$ cat config.mk
export PLATFORM = sky130hd
export DESIGN_NAME = six_way_mux_arbiter
export DESIGN_NICKNAME = d
export VERILOG_FILES = /design/src/rtl/six_way_mux_arbiter.sv
export SDC_FILE = /design/constraint.sdc
export NUM_CORES = 1
export LEC_CHECK = 0
export ABC_AREA = 1
export CAP_MARGIN = 20
export CORE_MARGIN = 2
export CORE_UTILIZATION = 45
export CTS_CLUSTER_DIAMETER = 30
export DETAILED_ROUTE_END_ITERATION = 7
export PLACE_DENSITY = 0.69
export SYNTH_ARGS = -nofsm -noshare
export SYNTH_HDL_FRONTEND = slang
export SYNTH_SLANG_ARGS = --single-unit
$ cat constraint.sdc
create_clock -name Clk -period 2.2 [get_ports Clk]
set_input_delay 0.44 -clock Clk [delete_from_list [all_inputs] [get_ports Clk]]
set_output_delay 0.44 -clock Clk [all_outputs]
set_load 0.01 [all_outputs]
$ cat src/rtl/six_way_mux_arbiter.sv
// Round-robin arbiter that owns the select of a 6:1 single-bit mux.
// One owner at a time, hold time capped at MAX_HOLD cycles, registered outputs.
module six_way_mux_arbiter #(
  parameter int unsigned MAX_HOLD = 8,
  parameter int unsigned CNT_W    = 8
) (
  input  logic       Clk,
  input  logic       Rst_n,
  input  logic [5:0] Req,
  input  logic [5:0] Rel,
  output logic [2:0] Sel,
  output logic [5:0] Gnt,
  output logic       Busy,
  output logic       Timeout
);

  typedef enum logic {
    IDLE  = 1'b0,
    GRANT = 1'b1
  } state_t;

  state_t           state;
  logic [2:0]       ptr;
  logic [CNT_W-1:0] cnt;

  logic       found;
  logic [2:0] pick;
  logic [3:0] sum;
  logic [2:0] idx;

  logic rel_a;
  logic rel_b;
  logic rel_c;
  logic release_now;

  // First requester at or after ptr, searching upward with wrap 5 -> 0.
  always_comb begin
    found = 1'b0;
    pick  = '0;
    sum   = '0;
    idx   = '0;
    for (int unsigned i = 0; i < 6; i++) begin
      sum = {1'b0, ptr} + 4'(i);
      idx = (sum >= 4'd6) ? 3'(sum - 4'd6) : sum[2:0];
      if (!found && Req[idx]) begin
        found = 1'b1;
        pick  = idx;
      end
    end
  end

  // Sel holds the owner index throughout a grant.
  always_comb begin
    rel_a       = Rel[Sel];
    rel_b       = !Req[Sel];
    rel_c       = (cnt == CNT_W'(MAX_HOLD - 1));
    release_now = rel_a || rel_b || rel_c;
  end

  always_ff @(posedge Clk or negedge Rst_n) begin
    if (!Rst_n) begin
      state   <= IDLE;
      ptr     <= '0;
      cnt     <= '0;
      Sel     <= '0;
      Gnt     <= '0;
      Busy    <= 1'b0;
      Timeout <= 1'b0;
    end else begin
      Timeout <= 1'b0;
      case (state)
        IDLE: begin
          if (found) begin
            state <= GRANT;
            Gnt   <= 6'b000001 << pick;
            Sel   <= pick;
            Busy  <= 1'b1;
            cnt   <= '0;
          end
        end
        GRANT: begin
          if (release_now) begin
            // Sel is left at the old owner so the mux output is stable on release.
            state   <= IDLE;
            Gnt     <= '0;
            Busy    <= 1'b0;
            ptr     <= (Sel == 3'd5) ? 3'd0 : Sel + 3'd1;
            Timeout <= rel_c && !rel_a && !rel_b;
          end else begin
            cnt <= cnt + 1'b1;
          end
        end
        default: state <= IDLE;
      endcase
    end
  end

endmodule
==> results of run 1 <==
worst max path at each step:
stage,endpoint,slack (ns),cells after the start
2_1_floorplan,Gnt[5]$_DFFE_PN0P_,-0.005,19
3_3_place_gp,Gnt[5]$_DFFE_PN0P_,-0.30,17
3_5_place_dp,Gnt[5]$_DFFE_PN0P_,-0.31,17
4_1_cts,cnt[6]$_DFFE_PN0P_,-0.20,17
5_1_grt,Gnt[5]$_DFFE_PN0P_,-0.49,16
6_report,Gnt[5]$_DFFE_PN0P_,-0.36,17
worst max-delay path: cells and delay by family, from the launching register on:
family	cells	cell delay, ns
buffers and inverters	5	0.55
DFF	1	0.48
and+or+nand+nor	10	1.03
adders and majority gates	1	0.23
AOI/OAI and AO/OA	1	0.19
repair_timing:
item	4_1_cts	5_1_grt
pin swaps	25	11
gates resized for setup	26	50
endpoints found under the setup margin	19	19
setup buffers	8	6
routing by layer:
metal | wire length [um] | vias up | track usage
li1 | - | 1161 | -
met1 | 2600 | 1063 | 0.312
met2 | 3070 | 86 | 0.396
met3 | 334 | 18 | 0.0292
met4 | 148 | 0 | 0.0524
met5 | 0 | - | 0
logic make-up after synthesis:
| family | share of synthesized area |
|---|---|
| buffers and inverters | 0.0856 |
| xor gates and xnor gates | 0.0295 |
| adders and majority gates | 0.0663 |
| AOI/OAI and AO/OA | 0.114 |
| DFF | 0.277 |
| and+or+nand+nor | 0.427 |
state kept, by name, summed over array words and instances, names as in the netlist:
signal,cells
Busy,1
Gnt,6
Sel,3
Timeout,1
cnt,8
ptr,3
state,1
through the flow:
stage / worst slack [ns] / TNS [ns]
2_1_floorplan: -0.00510 / -0.00510
3_3_place_gp: -0.297 / -4.58
3_5_place_dp: -0.309 / -4.65
4_1_cts: -0.203 / -3.11
5_1_grt: -0.493 / -7.91
6_report: -0.360 / -5.34
synthesized netlist by cell type, types with 2 or more instances:
library cell / count
sky130_fd_sc_hd__nand2_4: 2
sky130_fd_sc_hd__nand2_1: 101
sky130_fd_sc_hd__nand2_2: 5
sky130_fd_sc_hd__inv_2: 4
sky130_fd_sc_hd__o221ai_1: 2
sky130_fd_sc_hd__o21ai_0: 12
sky130_fd_sc_hd__ha_1: 11
sky130_fd_sc_hd__dfrtp_1: 23
sky130_fd_sc_hd__nand3_1: 38
sky130_fd_sc_hd__o21ai_1: 6
sky130_fd_sc_hd__nor2_2: 2
sky130_fd_sc_hd__xor2_1: 5
sky130_fd_sc_hd__nor2_1: 20
sky130_fd_sc_hd__o22ai_1: 3
sky130_fd_sc_hd__nand4_1: 8
sky130_fd_sc_hd__xnor2_1: 2
sky130_fd_sc_hd__nand3_2: 5
sky130_fd_sc_hd__inv_1: 33
sky130_fd_sc_hd__a21oi_1: 4
final cells by class:
class,instances,area (um2),area share
Timing Repair Buffer,76,646,0.207
Multi-Input combinational cell,240,1620,0.517
Tap cell,52,65.1,0.0208
Sequential cell,23,578,0.185
Inverter,40,175,0.0560
Clock buffer,4,45.0,0.0144
==> metrics.log, run 1 <==
INFO  metric grt_first_pass_wirelength = 9570 um
INFO  metric fin_skew = 0.00876 ns
INFO  metric routabilityCongestion = 0.854
INFO  metric cts_buffer_depth = 2
INFO  metric total_wirelength_of_the_detailed_routed_design = 6160 um
INFO  metric cts_hold_buffers = 0
INFO  metric seq_total_area_yosys = 0.277
INFO  metric overflow = 0
INFO  metric flip_flop_and_latch_count_after_synthesis = 23
INFO  metric min_from = Gnt[2]$_DFFE_PN0P_
INFO  metric drc_errors = 0
INFO  metric rsz0062_at_grt = yes
INFO  metric stdcell_area = 0.00313 mm2
INFO  metric asyncSetResetFlopFracSynth = 1.00
INFO  metric synth_warnings = 0
INFO  metric via_count = 2328
INFO  metric core-area = 0.00438 mm2
INFO  metric grt_pass1_vias = 2215
INFO  metric period_minus_slack = 2.56 ns
INFO  metric antenna_violations_before_repair = 0
INFO  metric cts_num_sinks = 23
INFO  metric netlist.area_leader.share = 0.277
INFO  metric netlist_instances = 306
INFO  metric r2r_setup_slack = -0.36 ns
INFO  metric cts_inserted_buffers = 3
INFO  metric num-fill-cells = 353
INFO  metric min-delay-path-class = flip-flop to flip-flop
INFO  metric avgSynthCellArea = 6.78 um2
INFO  metric synth_edf_count = 0
INFO  metric timing.final.setup_violations = 19
INFO  metric hold_slack = 0.473 ns
INFO  metric synth.lib_cells_used.distinct = 39
INFO  metric synth_largest_area_cell = sky130_fd_sc_hd__dfrtp_1
INFO  metric cp_slowest_cell = sky130_fd_sc_hd__dfrtp_2
INFO  metric gr-usage-all-layers = 0.231
INFO  metric fraction_of_final_layout_cells_with_drive_strength_greater_than_1 = 0.355
INFO  metric placement.cell_area = 0.00270 mm2
INFO  metric postSynth.topFlopCell = sky130_fd_sc_hd__dfrtp_1
INFO  metric rows = 24
INFO  metric clk-insertion-delay-late = 0.26 ns
INFO  metric flow.area_growth_from_synthesis = 50.6%
INFO  metric criticalPathCategory = flip-flop to flip-flop
INFO  metric timing.rr.start = ptr[1]$_DFFE_PN0P_
INFO  metric status = finished with violations
INFO  metric drv_slew = 0
INFO  metric regToRegEndpoint = Gnt[5]$_DFFE_PN0P_
INFO  metric max_slew.worst_pin.slew = 0.350 ns
INFO  metric post-route-period-util = 1.16
INFO  metric antenna-diode-count = 0
INFO  metric drt_iter0_markers = 190
INFO  metric initial_core_util = 0.473
INFO  metric failed_checks = negative setup slack
INFO  metric dieHeight = 71.9 um
INFO  metric cap_viol_max_count = 0
INFO  metric h_tree_depth_reported_by_cts = 1
INFO  metric post_synthesis_instance_area = 0.00208 mm2
INFO  metric biggest_area_contributors_in_the_synthesized_netlist = sky130_fd_sc_hd__dfrtp_1 28%, sky130_fd_sc_hd__nand2_1 18%, sky130_fd_sc_hd__nand3_1 9.2%
INFO  metric finalHoldViolCount = 0
INFO  metric dp_hpwl = 4220 um
INFO  metric headroom_to_the_max_slew_limit = 0.765
INFO  metric path_cells = buf_6 -> ha_1 -> buf_4 -> inv_1 -> nand3_1 -> nand3_2 -> nand2_2 -> a21oi_4 -> nand3_4 -> nor2_4 -> buf_4 -> nand3_1 -> nand3_2 -> nand2_4 -> inv_2 -> nand2_1 -> nand2_1
INFO  metric mostFrequentLayoutCell = sky130_fd_sc_hd__nand2_1
INFO  metric pin_count = 25
INFO  metric fmax = 391 MHz
INFO  metric timing.critical_path.required = 2.40 ns
INFO  metric finish.cell_count_without_fillers = 435
INFO  metric startpoint = ptr[1]$_DFFE_PN0P_
INFO  metric detail_route.vias_per_cell = 5.35
INFO  metric most-common-layout-cells = 80 x sky130_fd_sc_hd__nand2_1, 48 x sky130_fd_sc_hd__buf_4, 30 x sky130_fd_sc_hd__nand3_1
INFO  metric path_clk_slew = 0.09 ns
INFO  metric fp.dieArea = 0.00517 mm2
INFO  metric hold-path-endpoint = Gnt[2]$_DFFE_PN0P_
INFO  metric cts-root-buf = sky130_fd_sc_hd__clkbuf_8
INFO  metric fin_util = 0.713
INFO  metric critical-path-max-stage-delay = 0.48 ns
INFO  metric final_critical_path_setup_slack = -0.360 ns
INFO  metric ant_nets = 0
INFO  metric synthesis.nets = 331
INFO  metric count_of_cells_along_the_worst_hold_path = 2
INFO  metric critPathArrivalTime = 2.76 ns
INFO  metric critical_path.endpoint_type = flip-flop
INFO  metric die_w = 71.9 um
INFO  metric final_nets = 409
INFO  metric largest_net_degree_at_the_start_of_global_routing = 24
INFO  metric io_buffers = 24
INFO  metric placedCellCount = 418
INFO  metric reg2regPathDepth = 17
INFO  metric cts_tree = built
INFO  metric cp_max_fo = 7
INFO  metric routedWlPerCell = 14.2 um
INFO  metric startpoint_type = flip-flop
INFO  metric detailedRoute.firstPassIterationCount = 5
Power of run 1 is not shown: default switching activity piles up to over one toggle a cycle in this logic, so the estimate is an artifact.
==> run 2: changes to the inputs <==
--- a/config.mk
+++ b/config.mk
@@ -11,7 +11,7 @@
 export CORE_UTILIZATION = 45
 export CTS_CLUSTER_DIAMETER = 30
 export DETAILED_ROUTE_END_ITERATION = 7
-export PLACE_DENSITY = 0.69
+export PLACE_DENSITY = 0.67
 export SYNTH_ARGS = -nofsm -noshare
 export SYNTH_HDL_FRONTEND = slang
 export SYNTH_SLANG_ARGS = --single-unit
==> constraint.sdc (replaced) <==
create_clock -name Clk -period 2.6 [get_ports Clk]
set_input_delay 0.52 -clock Clk [delete_from_list [all_inputs] [get_ports Clk]]
set_output_delay 0.52 -clock Clk [all_outputs]
set_load 0.01 [all_outputs]
==> run 2 against run 1 <==
- the run now ends clean
- register-to-register slack better by 0.54 ns
- critical path depth is the same
- wire length fell by 16%
- global-route usage fell by 2.1 points
- critical path type unchanged
- hold slack improved by 0.014 ns
- clock skew decreased by 0.0069 ns
- worst setup slack better by 0.54 ns
- critical endpoint is now Gnt[1]$_DFFE_PN0P_
- non-clock buffer count is 28 lower
- first-iteration DRC count shrank 7.9%
- clock-buffer cell count shrank 1
- fmax rose by 5.8%
==> metrics.log, run 2 (synthesized netlist as in run 1, its figures left out) <==
INFO  metric grt_pass1_vias = 1904
INFO  metric fin_skew = 0.00182 ns
INFO  metric r2r_setup_slack = 0.18 ns
INFO  metric cts_tree = built
INFO  metric antenna-diode-count = 0
INFO  metric cts-root-buf = sky130_fd_sc_hd__clkbuf_8
INFO  metric final_nets = 381
INFO  metric cp_max_fo = 8
INFO  metric dieHeight = 71.9 um
INFO  metric timing.critical_path.required = 2.81 ns
INFO  metric ant_nets = 0
INFO  metric headroom_to_the_max_slew_limit = 0.773
INFO  metric count_of_cells_along_the_worst_hold_path = 2
INFO  metric register_area = 577 um2
INFO  metric top_regs = cnt (8), Gnt (6)
INFO  metric timing.final.setup_violations = 0
INFO  metric initial_core_util = 0.473
INFO  metric regToRegEndpoint = Gnt[1]$_DFFE_PN0P_
INFO  metric status = finished, final reports clean
INFO  metric antenna_violations_before_repair = 0
INFO  metric flow.area_growth_from_synthesis = 33.0%
INFO  metric critPathArrivalTime = 2.63 ns
INFO  metric total_wirelength_of_the_detailed_routed_design = 5210 um
INFO  metric num-fill-cells = 403
INFO  metric die_w = 71.9 um
INFO  metric setup_tns = 0 ns
INFO  metric detail_route.vias_per_cell = 5.22
INFO  metric overflow = 0
INFO  metric grt_first_pass_wirelength = 8610 um
INFO  metric rows = 24
INFO  metric drv_slew = 0
INFO  metric fp.dieArea = 0.00517 mm2
INFO  metric pin_count = 25
INFO  metric area_of_combinational_cells_with_multiple_inputs = 0.00148 mm2
INFO  metric fmax = 413 MHz
INFO  metric mostFrequentLayoutCell = sky130_fd_sc_hd__nand2_1
INFO  metric cts_num_sinks = 23
INFO  metric detailedRoute.firstPassIterationCount = 4
INFO  metric dp_hpwl = 3950 um
INFO  metric cts_inserted_buffers = 3
INFO  metric period_minus_slack = 2.42 ns
INFO  metric via_count = 2125
INFO  metric gr-usage-all-layers = 0.210
INFO  metric hold-path-endpoint = Gnt[1]$_DFFE_PN0P_
INFO  metric largest_net_degree_at_the_start_of_global_routing = 24
INFO  metric path_clk_slew = 0.08 ns
INFO  metric cap_viol_max_count = 0
INFO  metric fraction_of_final_layout_cells_with_drive_strength_greater_than_1 = 0.248
INFO  metric clk-insertion-delay-late = 0.27 ns
INFO  metric min_from = Gnt[1]$_DFFE_PN0P_
INFO  metric drt_iter0_markers = 175
INFO  metric post-route-period-util = 0.931
INFO  metric finish.cell_count_without_fillers = 407
INFO  metric placedCellCount = 396
INFO  metric reg2regPathDepth = 17
INFO  metric routabilityCongestion = 0.998
INFO  metric critical_path.endpoint_type = flip-flop
INFO  metric io_buffers = 24
INFO  metric core-area = 0.00438 mm2
INFO  metric largest_reg_flops = 8
INFO  metric min-delay-path-class = flip-flop to flip-flop
INFO  metric largest_register = cnt
INFO  metric cts_buffer_depth = 2
INFO  metric criticalPathCategory = flip-flop to flip-flop
INFO  metric max_slew.worst_pin.slew = 0.340 ns
INFO  metric timing.rr.start = ptr[2]$_DFFE_PN0P_
INFO  metric startpoint_type = flip-flop
INFO  metric drc_errors = 0
INFO  metric h_tree_depth_reported_by_cts = 1
INFO  metric finalHoldViolCount = 0
INFO  metric most-common-layout-cells = 90 x sky130_fd_sc_hd__nand2_1, 33 x sky130_fd_sc_hd__nand3_1, 30 x sky130_fd_sc_hd__inv_1
INFO  metric routedWlPerCell = 12.8 um
[run 2: critical path: stages, from the launching register on]
cell and delay [ns]:
sky130_fd_sc_hd__dfrtp_2 0.50, sky130_fd_sc_hd__ha_4 0.31, sky130_fd_sc_hd__inv_2 0.05, sky130_fd_sc_hd__nand2_2 0.07, sky130_fd_sc_hd__nand2_1 0.08, sky130_fd_sc_hd__nand2_2 0.10
sky130_fd_sc_hd__nand2_2 0.07, sky130_fd_sc_hd__nand2_2 0.06, sky130_fd_sc_hd__nand2_2 0.08, sky130_fd_sc_hd__a21oi_4 0.19, sky130_fd_sc_hd__nand3_4 0.09, sky130_fd_sc_hd__nor2_4 0.21
sky130_fd_sc_hd__nand4_1 0.16, sky130_fd_sc_hd__inv_1 0.10, sky130_fd_sc_hd__nor2_2 0.05, sky130_fd_sc_hd__nor2_2 0.12, sky130_fd_sc_hd__nand2_1 0.07, sky130_fd_sc_hd__nand2_1 0.07
[run 2: stage by stage]
stage               setup slack [ns]  area, um2   util  hold WS (ns)
floorplan                      0.166       2080      -         0.224
global placement              0.0165       2480  0.567         0.471
detailed placement           -0.0282       2480  0.567         0.463
CTS                           0.0574       2530  0.577         0.494
global route                 -0.0347       2760  0.630         0.510
finish                         0.180       2760  0.630         0.487
[run 2: what timing repair did]
action                                  CTS  global route
resized for setup                         0            45
hold buffers                              0             0
endpoints found under the setup margin    0            17
setup buffers                             0             7
[run 2: per-layer routing]
layer  GRT usage  vias up  wire length, um
met1       0.308      969             2480
met2       0.323       52             2450
met5           0        -                0
met3      0.0319        4              225
met4      0.0608        0               51
li1            -     1100                -
[run 2: worst max-delay path by stage]
stage | start | endpoint | slack, ns | depth (start not counted)
after floorplan | ptr[1]$_DFFE_PN0P_ | Gnt[5]$_DFFE_PN0P_ | 0.17 | 18
after global placement | Req[5] | Gnt[0]$_DFFE_PN0P_ | 0.02 | 14
after detailed placement | Req[2] | Gnt[0]$_DFFE_PN0P_ | -0.03 | 14
after CTS | ptr[1]$_DFFE_PN0P_ | cnt[0]$_DFFE_PN0P_ | 0.06 | 16
after global routing | ptr[1]$_DFFE_PN0P_ | Gnt[1]$_DFFE_PN0P_ | -0.03 | 18
final | ptr[2]$_DFFE_PN0P_ | Gnt[1]$_DFFE_PN0P_ | 0.18 | 17
[run 2: layout make-up]
cell class	instances	share of cell area
timing repair buffer	48	0.156
tap	52	0.0236
clock inverter	1	0.00181
multi-input combinational	240	0.538
sequential	23	0.209
clock buffer	3	0.0150
inverter	40	0.0567
Power of run 2 is left out for the same reason.
==> run 3: changes to the inputs <==
--- a/config.mk
+++ b/config.mk
@@ -6,10 +6,11 @@
 export NUM_CORES = 1
 export LEC_CHECK = 0
 export ABC_AREA = 1
-export CAP_MARGIN = 20
+export CAP_MARGIN = 25
 export CORE_MARGIN = 2
 export CORE_UTILIZATION = 45
 export CTS_CLUSTER_DIAMETER = 30
+export CTS_CLUSTER_SIZE = 28
 export DETAILED_ROUTE_END_ITERATION = 7
 export PLACE_DENSITY = 0.67
 export SYNTH_ARGS = -nofsm -noshare
==> results of run 3 <==
Same layout as run 2: the final DEF is identical, and so are final timing and power.
Power of run 3 is left out for the same reason.
